--- src/rtl/acc_cpu_pkg.sv ---
`default_nettype none
// ============================================================================
//  Module   : acc_cpu_pkg
//  Purpose  : Shared encodings for the 8-bit accumulator CPU: opcodes,
//             control-FSM state codes, ACC input-source select and ALU ops.
//             The ACCSRC_* and ALU_* values are also consumed by the
//             datapath mux and ALU, so they must not be renumbered.
//  Revision : 1.0  initial release
// ============================================================================
package acc_cpu_pkg;

    // Opcodes, IR[7:4]. 4'h9..4'hE are undefined.
    localparam logic [3:0] OP_NOP = 4'h0;
    localparam logic [3:0] OP_LDA = 4'h1;
    localparam logic [3:0] OP_STA = 4'h2;
    localparam logic [3:0] OP_ADD = 4'h3;
    localparam logic [3:0] OP_SUB = 4'h4;
    localparam logic [3:0] OP_AND = 4'h5;
    localparam logic [3:0] OP_JMP = 4'h6;
    localparam logic [3:0] OP_JZ  = 4'h7;
    localparam logic [3:0] OP_LDI = 4'h8;
    localparam logic [3:0] OP_HLT = 4'hF;

    // Control FSM state encoding
    localparam int         ST_W     = 3;
    localparam logic [2:0] S_FETCH  = 3'd0;
    localparam logic [2:0] S_DECODE = 3'd1;
    localparam logic [2:0] S_MEM_RD = 3'd2;
    localparam logic [2:0] S_MEM_WR = 3'd3;
    localparam logic [2:0] S_HALT   = 3'd4;
    localparam logic [2:0] S_ERROR  = 3'd5;

    // ACC input-source select
    localparam logic [1:0] ACCSRC_ALU = 2'b00;
    localparam logic [1:0] ACCSRC_MEM = 2'b01;
    localparam logic [1:0] ACCSRC_IMM = 2'b10;

    // ALU operation select
    localparam logic [1:0] ALU_ADD  = 2'b00;
    localparam logic [1:0] ALU_SUB  = 2'b01;
    localparam logic [1:0] ALU_AND  = 2'b10;
    localparam logic [1:0] ALU_PASS = 2'b11;

endpackage : acc_cpu_pkg
`default_nettype wire

--- src/rtl/acc_cu_decoder.sv ---
`default_nettype none
// ============================================================================
//  Module   : acc_cu_decoder
//  Purpose  : Combinational opcode classifier for the accumulator control
//             unit. Tells the FSM which memory phase an instruction needs,
//             which ALU operation it uses and whether it is undefined.
//  Ports    : opcode    in   OP_W  IR opcode field
//             isMemRd   out  1     LDA/ADD/SUB/AND need an operand read
//             isMemWr   out  1     STA needs a write
//             isAlu     out  1     ADD/SUB/AND (ACC <= ALU result)
//             aluOp     out  2     ALU op; PASS for non-ALU opcodes
//             illegal   out  1     opcode is undefined
//  Revision : 1.0  initial release
// ============================================================================
module acc_cu_decoder
    import acc_cpu_pkg::*;
#(
    parameter int OP_W = 4
) (
    input  logic [OP_W-1:0] opcode,
    output logic            isMemRd,
    output logic            isMemWr,
    output logic            isAlu,
    output logic [1:0]      aluOp,
    output logic            illegal
);

    always_comb begin
        isMemRd = 1'b0;
        isMemWr = 1'b0;
        isAlu   = 1'b0;
        aluOp   = ALU_PASS;
        illegal = 1'b0;
        case (opcode)
            OP_W'(OP_LDA): isMemRd = 1'b1;
            OP_W'(OP_STA): isMemWr = 1'b1;
            OP_W'(OP_ADD): begin isMemRd = 1'b1; isAlu = 1'b1; aluOp = ALU_ADD; end
            OP_W'(OP_SUB): begin isMemRd = 1'b1; isAlu = 1'b1; aluOp = ALU_SUB; end
            OP_W'(OP_AND): begin isMemRd = 1'b1; isAlu = 1'b1; aluOp = ALU_AND; end
            OP_W'(OP_NOP),
            OP_W'(OP_JMP),
            OP_W'(OP_JZ),
            OP_W'(OP_LDI),
            OP_W'(OP_HLT): ;
            default:       illegal = 1'b1;
        endcase
    end

endmodule : acc_cu_decoder
`default_nettype wire

--- src/rtl/acc_control_unit.sv ---
`default_nettype none
// ============================================================================
//  Module   : acc_control_unit
//  Purpose  : Multi-cycle control FSM for the 8-bit accumulator datapath.
//             Fetches {opcode, operand} into an internal IR, then sequences
//             ACC loads, ALU op, PC strobes and memory read/write requests.
//             A wait counter bounds every memory request; a request that
//             stays unanswered for WAIT_LIMIT cycles parks the FSM in ERROR.
//  Ports    : clk        in   1       rising-edge clock
//             reset      in   1       asynchronous active-high reset
//             memReady   in   1       memory completes current request
//             memDataIn  in   8       instruction (FETCH) / operand data
//             accZero    in   1       ACC == 0
//             memRead    out  1       read request, held until memReady
//             memWrite   out  1       write request, held until memReady
//             addrSel    out  1       0 = PC address, 1 = operand address
//             operand    out  OPND_W  IR operand field
//             loadAcc    out  1       ACC load strobe
//             accSrc     out  2       ACC source select
//             aluOp      out  2       ALU operation
//             incPC      out  1       PC increment strobe
//             loadPC     out  1       PC load strobe
//             halted     out  1       HALT or ERROR
//             busErr     out  1       ERROR
//             illegalOp  out  1       pulse on undefined opcode
//  Revision : 1.0  initial release
// ============================================================================
module acc_control_unit
    import acc_cpu_pkg::*;
#(
    parameter int OP_W       = 4,
    parameter int OPND_W     = 4,
    parameter int WAIT_LIMIT = 15
) (
    input  logic                   clk,
    input  logic                   reset,
    input  logic                   memReady,
    input  logic [OP_W+OPND_W-1:0] memDataIn,
    input  logic                   accZero,
    output logic                   memRead,
    output logic                   memWrite,
    output logic                   addrSel,
    output logic [OPND_W-1:0]      operand,
    output logic                   loadAcc,
    output logic [1:0]             accSrc,
    output logic [1:0]             aluOp,
    output logic                   incPC,
    output logic                   loadPC,
    output logic                   halted,
    output logic                   busErr,
    output logic                   illegalOp
);

    localparam int IR_W  = OP_W + OPND_W;
    localparam int CNT_W = $clog2(WAIT_LIMIT + 1);

    logic [ST_W-1:0]  r_state;
    logic [IR_W-1:0]  r_ir;
    logic [CNT_W-1:0] r_wait_cnt;

    logic [OP_W-1:0]  w_opcode;
    logic             w_is_mem_rd;
    logic             w_is_mem_wr;
    logic             w_is_alu;
    logic [1:0]       w_alu_op;
    logic             w_illegal;
    logic             w_mem_phase;
    logic [CNT_W-1:0] w_wait_inc;
    logic             w_timeout;

    assign w_opcode = r_ir[IR_W-1:OPND_W];

    acc_cu_decoder #(
        .OP_W (OP_W)
    ) u_decoder (
        .opcode  (w_opcode),
        .isMemRd (w_is_mem_rd),
        .isMemWr (w_is_mem_wr),
        .isAlu   (w_is_alu),
        .aluOp   (w_alu_op),
        .illegal (w_illegal)
    );

    // The counter holds the number of not-ready cycles already spent on the
    // current request. The cycle whose increment would reach WAIT_LIMIT is the
    // last chance: ready on that cycle still completes, otherwise ERROR.
    assign w_mem_phase = (r_state == S_FETCH) || (r_state == S_MEM_RD) ||
                         (r_state == S_MEM_WR);
    assign w_wait_inc  = r_wait_cnt + CNT_W'(1);
    assign w_timeout   = w_mem_phase && !memReady &&
                         (w_wait_inc == CNT_W'(WAIT_LIMIT));

    always_ff @(posedge clk or posedge reset) begin
        if (reset) begin
            r_state    <= S_FETCH;
            r_ir       <= '0;
            r_wait_cnt <= '0;
        end else begin
            case (r_state)
                S_FETCH: begin
                    if (memReady) begin
                        r_ir       <= memDataIn;
                        r_wait_cnt <= '0;
                        r_state    <= S_DECODE;
                    end else if (w_timeout) begin
                        r_state    <= S_ERROR;
                    end else begin
                        r_wait_cnt <= w_wait_inc;
                    end
                end
                S_DECODE: begin
                    // Every exit from DECODE enters a fresh request phase
                    // (or a terminal state), so the counter restarts here.
                    r_wait_cnt <= '0;
                    if (w_is_mem_rd)
                        r_state <= S_MEM_RD;
                    else if (w_is_mem_wr)
                        r_state <= S_MEM_WR;
                    else if (w_opcode == OP_W'(OP_HLT))
                        r_state <= S_HALT;
                    else
                        r_state <= S_FETCH;
                end
                S_MEM_RD,
                S_MEM_WR: begin
                    if (memReady) begin
                        r_wait_cnt <= '0;
                        r_state    <= S_FETCH;
                    end else if (w_timeout) begin
                        r_state    <= S_ERROR;
                    end else begin
                        r_wait_cnt <= w_wait_inc;
                    end
                end
                S_HALT:  r_state <= S_HALT;
                S_ERROR: r_state <= S_ERROR;
                // Unreachable encodings are treated as a fault.
                default: r_state <= S_ERROR;
            endcase
        end
    end

    logic             w_mem_read;
    logic             w_mem_write;
    logic             w_addr_sel;
    logic             w_load_acc;
    logic [1:0]       w_acc_src;
    logic             w_inc_pc;
    logic             w_load_pc;
    logic             w_halted;
    logic             w_bus_err;
    logic             w_illegal_op;

    always_comb begin
        w_mem_read   = 1'b0;
        w_mem_write  = 1'b0;
        w_addr_sel   = 1'b0;
        w_load_acc   = 1'b0;
        w_acc_src    = ACCSRC_ALU;
        w_inc_pc     = 1'b0;
        w_load_pc    = 1'b0;
        w_halted     = 1'b0;
        w_bus_err    = 1'b0;
        w_illegal_op = 1'b0;
        case (r_state)
            S_FETCH: begin
                w_mem_read = 1'b1;
                w_inc_pc   = memReady;
            end
            S_DECODE: begin
                w_illegal_op = w_illegal;
                case (w_opcode)
                    OP_W'(OP_LDI): begin
                        w_load_acc = 1'b1;
                        w_acc_src  = ACCSRC_IMM;
                    end
                    OP_W'(OP_JMP): w_load_pc = 1'b1;
                    OP_W'(OP_JZ):  w_load_pc = accZero;
                    default:       ;
                endcase
            end
            S_MEM_RD: begin
                w_mem_read = 1'b1;
                w_addr_sel = 1'b1;
                w_load_acc = memReady;
                w_acc_src  = w_is_alu ? ACCSRC_ALU : ACCSRC_MEM;
            end
            S_MEM_WR: begin
                w_mem_write = 1'b1;
                w_addr_sel  = 1'b1;
            end
            S_HALT: w_halted = 1'b1;
            S_ERROR: begin
                w_halted  = 1'b1;
                w_bus_err = 1'b1;
            end
            default: ;
        endcase
    end

    // The state register resets to FETCH, whose decode would request a read;
    // gating with reset keeps every output quiet while reset is held.
    assign memRead   = w_mem_read   & ~reset;
    assign memWrite  = w_mem_write  & ~reset;
    assign addrSel   = w_addr_sel   & ~reset;
    assign operand   = reset ? '0 : r_ir[OPND_W-1:0];
    assign loadAcc   = w_load_acc   & ~reset;
    assign accSrc    = reset ? ACCSRC_ALU : w_acc_src;
    assign aluOp     = reset ? 2'b00 : w_alu_op;
    assign incPC     = w_inc_pc     & ~reset;
    assign loadPC    = w_load_pc    & ~reset;
    assign halted    = w_halted     & ~reset;
    assign busErr    = w_bus_err    & ~reset;
    assign illegalOp = w_illegal_op & ~reset;

endmodule : acc_control_unit
`default_nettype wire

--- config.mk ---
export PLATFORM = sky130hd
export DESIGN_NAME = acc_control_unit
export DESIGN_NICKNAME = d
export VERILOG_FILES = /design/src/rtl/acc_cpu_pkg.sv /design/src/rtl/acc_cu_decoder.sv /design/src/rtl/acc_control_unit.sv
export SDC_FILE = /design/constraint.sdc
export NUM_CORES = 1
export LEC_CHECK = 0
export CORE_MARGIN = 4
export CORE_UTILIZATION = 25
export DETAILED_ROUTE_END_ITERATION = 7
export PLACE_DENSITY = 0.45
export SYNTH_ARGS = -nofsm -noshare
export SYNTH_HDL_FRONTEND = slang
export SYNTH_HIERARCHICAL = 1
export SYNTH_SLANG_ARGS = --single-unit
--- constraint.sdc ---
create_clock -name clk -period 2.2 [get_ports clk]
set_input_delay 0.44 -clock clk [delete_from_list [all_inputs] [get_ports clk]]
set_output_delay 0.44 -clock clk [all_outputs]
set_load 0.01 [all_outputs]
==> key figures, run 1 <==
Floorplanning
  – Die width: about 73 um
  – Die height: between 70 and 80 um
  – Die area: approximately 5300 um2
  – # IOs: 29
  – Row Count: 23
  – Core area: between 4000 and 5000 um2
  – Initial Utilization: a little over a quarter

Run
  – Max Cap Viol: 0

Layout
  – Most common cell after layout, fill and taps aside: buf_4
  – Fill cells: approximately 440
  – ANT cells: 0
  – Area Growth Syn to Fin: 45.60%
  – Most frequent cells in the layout: buf_4 (17), dfrtp_1 (13), clkdlybuf4s50_1 (12)
  – Fraction of layout cells with a size suffix above 1: between 20% and 30%
  – Fin nets: around 160
  – Final Instance Area: 1530 um2

Yosys
  – Top cell type's share of synthesized area: about 36%
  – Synth async-reset ratio: between 90% and 100%
  – Avg Inst Size Synth: 10.11 um2
  – Synth Flop Type: dfrtp_1
  – Number of synthesized register bits: 15
  – Synth area leader: dfrtp_1
  – Seq/Total Area, Yosys: a little over a third
  – Syn Nets: 118
  – Post-Synthesis Cells: roughly 100
  – Top area cells in the synthesized netlist: dfrtp_1 (36%), mux2_2 (8.6%), nor2b_1 (4.8%)
  – Post-synth EDFFs: 0
  – Synth Warn #: 6
  – Library cells used by synthesis: between 40 and 50
  – Mapped cell area: around 1100 um2

STA
  – Final Hold Fails: 0
  – Worst-Margin Slew: around 0.52 ns
  – RSZ-0062 raised after global routing: false
  – Layout Skew: roughly 0.0034 ns
  – Tmin final: approximately 2.2 ns
  – Final worst path period share: a little over nine tenths
  – Max transition margin: ~65%
  – Fin. max-slew vios: 0
  – Fmax: 462.7 MHz
  – Finish-stage setup viols: 0
  – Setup TNS: 0 ns

Global routing
  – Vias in the first global route: between 900 and 1000
  – Initial antenna violation count: 0
  – GR Util All Layers: a little over 10%
  – Largest net degree at the start of global routing: 11
  – GRT Residual Overflow: 0
  – First-pass GRT wire length: between 4 and 5 mm

Power
  – Max rail drop VDD: around 0.17 mV
  – Power density cells: between 400 and 500 nW/um2
  – P_sw: approximately 0.00015 W
  – Clk network pwr share: between 30% and 40%
  – Comb pwr share: 15.7%
  – Flop pwr share: between 40% and 50%
  – Internal power: 0.0004687 W
  – Static leakage: approximately 0.75 nW
  – Overall Power: 0.0006223 W
  – Sw frac: ~25%

Clock network
  – Worst-skew pair later-pin latency: between 0.2 and 0.3 ns
  – CTS buffer count: 3
  – TritonCTS clock tree: built
  – CTS sink cnt: 15
  – Longest Clk Path Bufs: 2
  – Clock root buffer: clkbuf_8
  – Htree depth: 1
  – Clock slew at reported path FFs: around 0.070 ns

Routing
  – Post-DRT Antenna Nets: 0
  – WL/cell: 13.22 um
  – # DRC: 0
  – Via/cell ratio: roughly 4.5
  – Via Count: approximately 880
  – Routed WL: between 2 and 3 mm
  – DRT iter0 DRCs: 34
  – Metal3 WL: roughly 140 um
  – Met2 WL post-DR: 1.142 mm
  – Met1 WL: between 1 and 1.5 mm
  – Max Used Layer: met4
  – DR pass1 iterations: 4

Place
  – RePlAce Congestion: between 0.7 and 0.8
  – # port buffers: 28
  – Area after DPL: roughly 1500 um2
  – Post-DP HPWL: around 2.1 mm

Critical path
  – Critical Path AT: roughly 1.7 ns
  – Buf/Inv on CP: 3
  – Critical Path Max Stage Delay: between 0.5 and 0.6 ns
  – Crit path max fanout: 9
  – Crit-path leading delay family: buffers and inverters
  – Slowest cell on crit path: clkdlybuf4s50_1
  – Most frequent cell on the critical path: clkdlybuf4s50_1
  – Type of element capturing the critical path: primary output
  – Crit path launch type: input pin
  – Critical Path RT: 1.76 ns
  – Worst path cell trace: clkdlybuf4s50_1, buf_4, nor2b_1, clkdlybuf4s50_1
  – Type of the worst setup path: in -> out

Run status
  – Status: finished, final reports clean

Min path
  – Hold crit path type: reg -> reg
[what timing repair did]
action	4_1_cts	5_1_grt
pin swaps	1	0
hold endpoints to repair	0	0
hold buffers	0	0
buffers inserted	2	0
endpoints found under the setup margin	13	7
gates cloned	0	0
gates resized for setup	15	12
[registers in the layout (all words and copies together) (netlist names)]
| signal | flops |
|---|---|
| r_ir | 8 |
| r_state | 3 |
| r_wait_cnt | 4 |
[area by class of cell]
type                       count  area (um2)  share of cell area, %
sequential                    15       377.9                  24.69
inverter                       6       22.52                  1.472
clock inverter                 1       5.005                 0.3271
clock buffer                   3       41.29                  2.698
multi-input combinational     77       619.3                  40.47
timing repair buffer          45       401.6                  26.25
tap                           50       62.56                  4.088
[cells by family (layout without fill, tap and decap cells)]
kind of cell,Yosys count,in the layout,synth area share (%)
XOR/XNOR,3,3,2.500
multiplexers,10,10,11.43
flip-flops,15,15,35.71
buffers and inverters,12,55,6.904
adder cells (fa/ha/maj),2,2,2.381
AO/OA/AOI/OAI,14,14,10.83
AND/OR/NAND/NOR,48,48,30.24
[power groups by stage]
stage,sequential [W],clock [W],combinational [W]
3_5_place_dp,0.000302,0,0.0000976
4_1_cts,0.000296,0.000238,0.0000995
2_1_floorplan,0.000298,0,0.0000483
3_3_place_gp,0.000301,0,0.0000971
5_1_grt,0.000298,0.000251,0.000107
6_report,0.000296,0.000228,0.0000978
[layer usage]
layer,vias up,global-route usage (%)
met4,0,3.689
li1,445,-
met5,-,0
met3,4,2.893
met2,21,16.13
met1,412,12.83
[through the flow]
step | utilization, % | worst slack [ns] | hold WS, ns | std cells
global placement | 36.15 | -0.2460 | 0.4848 | 191
floorplan | - | 0.2225 | 0.4727 | 104
detailed placement | 36.15 | -0.3454 | 0.4924 | 191
CTS | 37.39 | 0.004107 | 0.5086 | 197
finish | 37.98 | 0.03857 | 0.5068 | 197
global route | 37.98 | 0.002312 | 0.5289 | 197
[cell usage after synthesis (3+ instances only)]
cell type / instances
a21oi_1: 3
nand2_1: 4
buf_6: 3
inv_1: 6
and3_1: 4
nor2_1: 9
nand2b_1: 3
mux2_2: 8
nor3_1: 3
dfrtp_1: 15
nor2b_1: 8
[worst reg2reg max path, cell delays in order (launching register included)]
cell and delay (ns):
dfrtp_1 0.42, ha_1 0.23, xnor2_1 0.38, nor4b_4 0.10, a21oi_4 0.29, mux2_4 0.33
[final timing paths]
check | start | endpoint | slack [ns] | depth (start not counted)
worst max-delay path | reset | operand[0] | 0.04 | 4
worst min-delay path | r_ir[3] | r_ir[3] | 0.51 | 1
worst max register to register | r_wait_cnt[0] | r_wait_cnt[1] | 0.35 | 5
worst min register to register | r_ir[3] | r_ir[3] | 0.51 | 1
max in group asynchronous | reset | r_ir[6] | 1.29 | 4
min in group asynchronous | reset | r_wait_cnt[3] | 0.76 | 4
Note: power is estimated with default switching activity, not from simulation.
==> run 2: changes to the inputs <==
ABC_AREA = 1   (was unset)
==> run 2 against run 1 <==
Clock power fell by 2%. Final cell count rose by 24%. Count of clock-buffer cells in the layout rose by 1. Clock skew fell by 0.0013 ns. Fmax rose by 3.9%. Final area fell by 1.6%. Largest cell class unchanged. Combinational power fell by 1%.
==> key figures, run 2 <==
Run status
  – Status: finished, final reports clean

Routing
  – Routed WL: about 2.7 mm
  – Post-DRT Antenna Nets: 0
  – # DRC: 0
  – Via/cell ratio: ~4.4
  – DRT iter0 DRCs: 55
  – DR pass1 iterations: 4
  – WL/cell: between 10 and 15 um
  – Via Count: between 1000 and 1500

Floorplanning
  – Core area: around 4000 um2
  – Die area: about 5200 um2
  – Die height: approximately 72 um
  – Initial Utilization: between 20% and 30%
  – # IOs: 29
  – Row Count: 23
  – Die width: slightly above 70 um

Layout
  – Biggest register: r_ir
  – Largest regs: r_ir (8), r_wait_cnt (4), r_state (3)
  – ANT cells: 0
  – Fin nets: between 200 and 250
  – Area Growth Syn to Fin: 45.29%
  – Final Instance Area: 1505 um2
  – Max reg flops: 8
  – Layout Utilization: between 30% and 40%
  – Most common cell after layout, fill and taps aside: nand2_1
  – Fraction of layout cells with a size suffix above 1: 18.04%
  – Final std cells w/o fill: about 240
  – Fill cells: 427
  – Most frequent cells in the layout: nand2_1 (44), nor2_1 (23), inv_1 (21)

Yosys
  – Mapped cell area: 1036 um2
  – Synth Warn #: 6
  – Synth area leader: dfrtp_1
  – Post-Synthesis Cells: around 150
  – Synth Flop Type: dfrtp_1
  – Most instantiated cells after synthesis: nand2_1 (44), nor2_1 (23), inv_1 (21)
  – Post-synth EDFFs: 0
  – Most frequent cell after synthesis: nand2_1
  – Number of synthesized register bits: 15
  – Top cell type's share of synthesized area: between 30% and 40%
  – Library cells used by synthesis: 22
  – Avg Inst Size Synth: just under 7 um2
  – Seq/Total Area, Yosys: 36.23%
  – Synth async-reset ratio: between 90% and 100%
  – Syn Nets: 165
  – Top area cells in the synthesized netlist: dfrtp_1 (36%), nand2_1 (16%), nor2_1 (8.3%)

STA
  – Fmax: between 400 and 500 MHz
  – RSZ-0062 raised after global routing: false
  – Final Hold Fails: 0
  – Layout Skew: between 0.002 and 0.0025 ns
  – Final worst path period share: 94.53%
  – Finish-stage setup viols: 0
  – Fin. max-slew vios: 0
  – Max transition margin: 82.58%
  – Tmin final: 2.080 ns
  – Worst-Margin Slew: around 0.26 ns

Clock network
  – CTS sink cnt: 15
  – Longest Clk Path Bufs: 2
  – Clock slew at reported path FFs: about 0.06 ns
  – # hold bufs at CTS: 0
  – Worst-skew pair later-pin latency: about 0.24 ns
  – TritonCTS clock tree: built
  – Clock root buffer: clkbuf_8
  – CTS buffer count: 3
  – Htree depth: 1

Global routing
  – First-pass GRT wire length: 4.595 mm
  – Vias in the first global route: roughly 1000
  – GRT Residual Overflow: 0
  – Largest net degree at the start of global routing: 16
  – Initial antenna violation count: 0
  – GR Util All Layers: 10.96%

Place
  – Post-DP HPWL: 2.044 mm
  – Dpl cells: ~240
  – # port buffers: 28
  – Area after DPL: about 1400 um2
  – RePlAce Congestion: around 0.84

Run
  – Max Cap Viol: 0

Power
  – Overall Power: between 0.0006 and 0.0007 W
  – Max rail drop VDD: ~0.26 mV
  – Static leakage: between 0.7 and 0.8 nW
  – Power density cells: between 400 and 500 nW/um2

Critical path
  – Type of the worst setup path: reg -> out
  – Worst Reg2Reg Path Length in Cells: 7
  – Crit path max fanout: 4
  – Crit path launch type: register
  – Worst path cell trace: buf_4, nor3_2, buf_4, clkdlybuf4s50_1
  – Critical Path Max Stage Delay: approximately 0.52 ns
  – Crit-path leading delay family: buffers and inverters
  – Critical Path AT: around 1.6 ns
  – Slowest cell on crit path: clkdlybuf4s50_1
  – Critical Path RT: roughly 1.8 ns
  – RR Endpoint: r_state[1]
  – Most frequent cell on the critical path: buf_4
  – Reg2Reg Setup Slack: 0.84 ns
  – Type of element capturing the critical path: primary output
  – Reg-to-reg critical path startpoint: r_wait_cnt[0]
  – Buf/Inv on CP: 3

Min path
  – Hold crit path type: in -> async
run 2: cell families after synthesis:
| group | synth area share, % |
|---|---|
| flip-flops | 36.23 |
| buffers and inverters | 11.23 |
| adder cells (fa/ha/maj) | 2.415 |
| AND/OR/NAND/NOR | 43.72 |
| AO/OA/AOI/OAI | 6.401 |
run 2: cell type report:
| cell class | instances | area [um2] | share of cell area [%] |
|---|---|---|---|
| inverters | 24 | 92.59 | 6.151 |
| well taps | 50 | 62.56 | 4.156 |
| multi-input cells | 109 | 549.3 | 36.49 |
| flip-flops and latches | 15 | 380.4 | 25.27 |
| clock buffers | 4 | 45.04 | 2.993 |
| repair buffers | 42 | 375.4 | 24.94 |
run 2: tightest hold or removal path, stage by stage:
cell and delay [ns]:
dlygate4sd2_1 0.28, inv_1 0.08, buf_4 0.24
run 2: what timing repair did:
item	CTS	global route
cloned	0	0
setup buffers	1	4
pin swaps	2	1
resized for setup	13	4
endpoints found under the setup margin	14	3
run 2: per-layer routing:
layer	track usage [%]	vias to the layer above	share of wire, %
li1	-	554	-
met2	16.89	27	44
met4	2.459	0	1.1
met1	14.52	492	49
met3	4.294	5	5.9
met5	0	-	0
run 2: worst max path at each step:
stage                     from   endpoint  slack (ns)  depth (start not counted)
global placement         reset  illegalOp       -0.17                          6
detailed placement       reset     loadPC       -0.24                          5
finish              r_state[2]    addrSel        0.12                          4
floorplan                reset     loadPC        0.40                          3
CTS                    r_ir[5]   aluOp[1]       0.006                          7
global route           r_ir[7]   aluOp[0]       0.001                          7
run 2: power breakdown:
part	internal, W	switching, W	total, W
Combinational	0.0000518	0.0000447	0.0000965
Sequential	0.000285	0.00000925	0.000295
Clock	0.000128	0.0000948	0.000223
Total	0.000465	0.000149	0.000614
run 2: per-stage QoR:
step           setup TNS, ns  hold WS (ns)  worst slack, ns
2_1_floorplan              0        0.3497           0.4042
3_3_place_gp          -1.204        0.4952          -0.1733
3_5_place_dp          -1.583        0.5007          -0.2425
4_1_cts                    0        0.4280         0.006301
5_1_grt                    0        0.4732         0.001092
6_report                   0        0.4240           0.1203
==> run 3: changes to the inputs <==
CAP_MARGIN = 30   (was unset)
CORE_UTILIZATION = 35   (was 25)
PLACE_DENSITY = 0.6   (was 0.45)
==> run 3 against run 2 <==
Sequential share of layout area up 0.58 points. Power down 9.0%. Final area down 1.9%. Utilization up 15 points. Wire length down 3.3%. Combinational power up 5%. Fmax down 0.51%. Clock power down 25%. Register-to-register slack worse by 0.02 ns. Via count down 1.3%. Non-clock buffer count up 1. Critical path type unchanged.
==> key figures, run 3 (same netlist as run 2, synthesis figures left out) <==
Run status
  – Status: finished, final reports clean

Floorplanning
  – Core area: around 2800 um2
  – Initial Utilization: around 37%
  – Die area: between 3000 and 4000 um2
  – Row Count: 19
  – Die height: between 60 and 70 um
  – Die width: about 62 um
  – # IOs: 29

Global routing
  – GRT Residual Overflow: 0
  – GR Util All Layers: a little over an eighth
  – Vias in the first global route: 972
  – First-pass GRT wire length: 4.291 mm
  – Largest net degree at the start of global routing: 16
  – Initial antenna violation count: 0

STA
  – Fmax: 478.4 MHz
  – Final worst path period share: 95.02%
  – Fin. max-slew vios: 0
  – Layout Skew: around 0.0057 ns
  – Finish-stage setup viols: 0
  – Final Hold Fails: 0
  – Tmin final: roughly 2.1 ns
  – Hold slack: 0.3788 ns
  – Max transition margin: 83.81%
  – RSZ-0062 raised after global routing: false
  – Worst-Margin Slew: between 0.2 and 0.25 ns

Clock network
  – Longest Clk Path Bufs: 2
  – Worst-skew pair later-pin latency: between 0.2 and 0.3 ns
  – CTS sink cnt: 15
  – Htree depth: 1
  – Clock slew at reported path FFs: around 0.1 ns
  – TritonCTS clock tree: built
  – Clock root buffer: clkbuf_4
  – CTS buffer count: 3

Min path
  – Hold crit path type: in -> async

Place
  – Area after DPL: 1389 um2
  – Dpl cells: approximately 220
  – RePlAce Congestion: 0.8044
  – # port buffers: 28
  – Post-DP HPWL: approximately 2.0 mm

Critical path
  – Critical Path AT: ~1.7 ns
  – Critical Path Max Stage Delay: around 0.58 ns
  – Reg2Reg Setup Slack: slightly above 0.8 ns
  – Buf/Inv on CP: 2
  – Crit path max fanout: 5
  – Reg-to-reg critical path startpoint: r_state[2]
  – Crit path launch type: register
  – Crit-path leading delay family: buffers and inverters
  – Critical Path RT: approximately 1.8 ns
  – Type of element capturing the critical path: primary output
  – Slowest cell on crit path: clkdlybuf4s50_1
  – Worst path cell trace: inv_2, nand2_4, nor3_1, clkdlybuf4s50_1
  – RR Endpoint: r_state[1]
  – Type of the worst setup path: reg -> out
  – Worst Reg2Reg Path Length in Cells: 7

Run
  – Max Cap Viol: 0

Routing
  – Via Count: about 1100
  – # DRC: 0
  – Via/cell ratio: approximately 4.7
  – DRT iter0 DRCs: 41
  – DR pass1 iterations: 4
  – WL/cell: between 10 and 15 um
  – Routed WL: between 2 and 3 mm
  – Post-DRT Antenna Nets: 0

Layout
  – Fraction of layout cells with a size suffix above 1: between 10% and 20%
  – Max reg flops: 8
  – Largest regs: r_ir (8), r_wait_cnt (4), r_state (3)
  – Final std cells w/o fill: approximately 230
  – Biggest register: r_ir
  – ANT cells: 0
  – Area Growth Syn to Fin: 42.51%
  – Most common cell after layout, fill and taps aside: nand2_1
  – Fin nets: 210
  – Most frequent cells in the layout: nand2_1 (44), nor2_1 (23), inv_1 (21)
  – Final Instance Area: approximately 1500 um2

Power
  – Max rail drop VDD: between 0.2 and 0.25 mV
  – Overall Power: 0.0005585 W
  – Power density cells: around 380 nW/um2
  – Static leakage: a little under 0.8 nW
==> run 3: changes by cell type in the layout (fill, tap and decap cells not counted), moves of 2 or more <==
cell | previous run | this run
clkbuf_4 | 0 | 3
clkbuf_8 | 3 | 0
dlygate4sd2_1 | 10 | 7
clkbuf_2 | 0 | 2
dlymetal6s2s_1 | 1 | 3
==> run 3: worst max-delay path by stage <==
stage | startpoint | endpoint | slack (ns) | cells after the start
final | r_state[1] | busErr | 0.11 | 4
after floorplan | reset | loadPC | 0.40 | 3
after global routing | r_state[1] | busErr | 0.03 | 4
after detailed placement | reset | loadPC | -0.22 | 5
after CTS | r_state[2] | illegalOp | 0.001 | 4
after global placement | reset | loadPC | -0.16 | 5
==> run 3: area by class of cell <==
cell class | count | area [um2]
multi-input combinational | 109 | 549.3
fill | 272 | 1305
timing repair buffer | 43 | 386.6
tap | 31 | 38.79
inverter | 24 | 90.09
sequential | 15 | 381.6
clock buffer | 3 | 22.52
clock inverter | 1 | 7.507
==> run 3: through the flow <==
stage               worst slack (ns)  setup TNS, ns  util (%)
finish                        0.1095              0     53.08
global route                 0.02611              0     53.08
CTS                         0.001495              0     51.33
detailed placement           -0.2199         -1.358     49.93
global placement             -0.1572        -0.9164     49.93
floorplan                     0.4042              0         -
==> run 3: timing repair <==
| item | in CTS | in global routing |
|---|---|---|
| buffers inserted | 1 | 6 |
| pin swaps | 1 | 1 |
| hold buffers | 0 | 0 |
| gates resized for setup | 12 | 4 |
| endpoints found under the setup margin | 14 | 3 |
==> run 3: worst min-delay path, stage by stage <==
cell,delay [ns]
dlygate4sd2_1,0.28
inv_1,0.09
buf_4,0.23
==> run 3: where the power goes <==
part           internal, W  switching [W]
logic            0.0000528      0.0000479
clock network    0.0000690      0.0000977
registers         0.000285     0.00000657
total             0.000406       0.000152
==> run 3: routing by layer <==
metal / up-vias / wire length, um / track usage [%]
met3: 2 / 161 / 3.237
met2: 36 / 1205 / 21.11
met1: 466 / 1194 / 18.39
met5: - / 0 / 0
li1: 560 / - / -
met4: 0 / 9 / 4.775
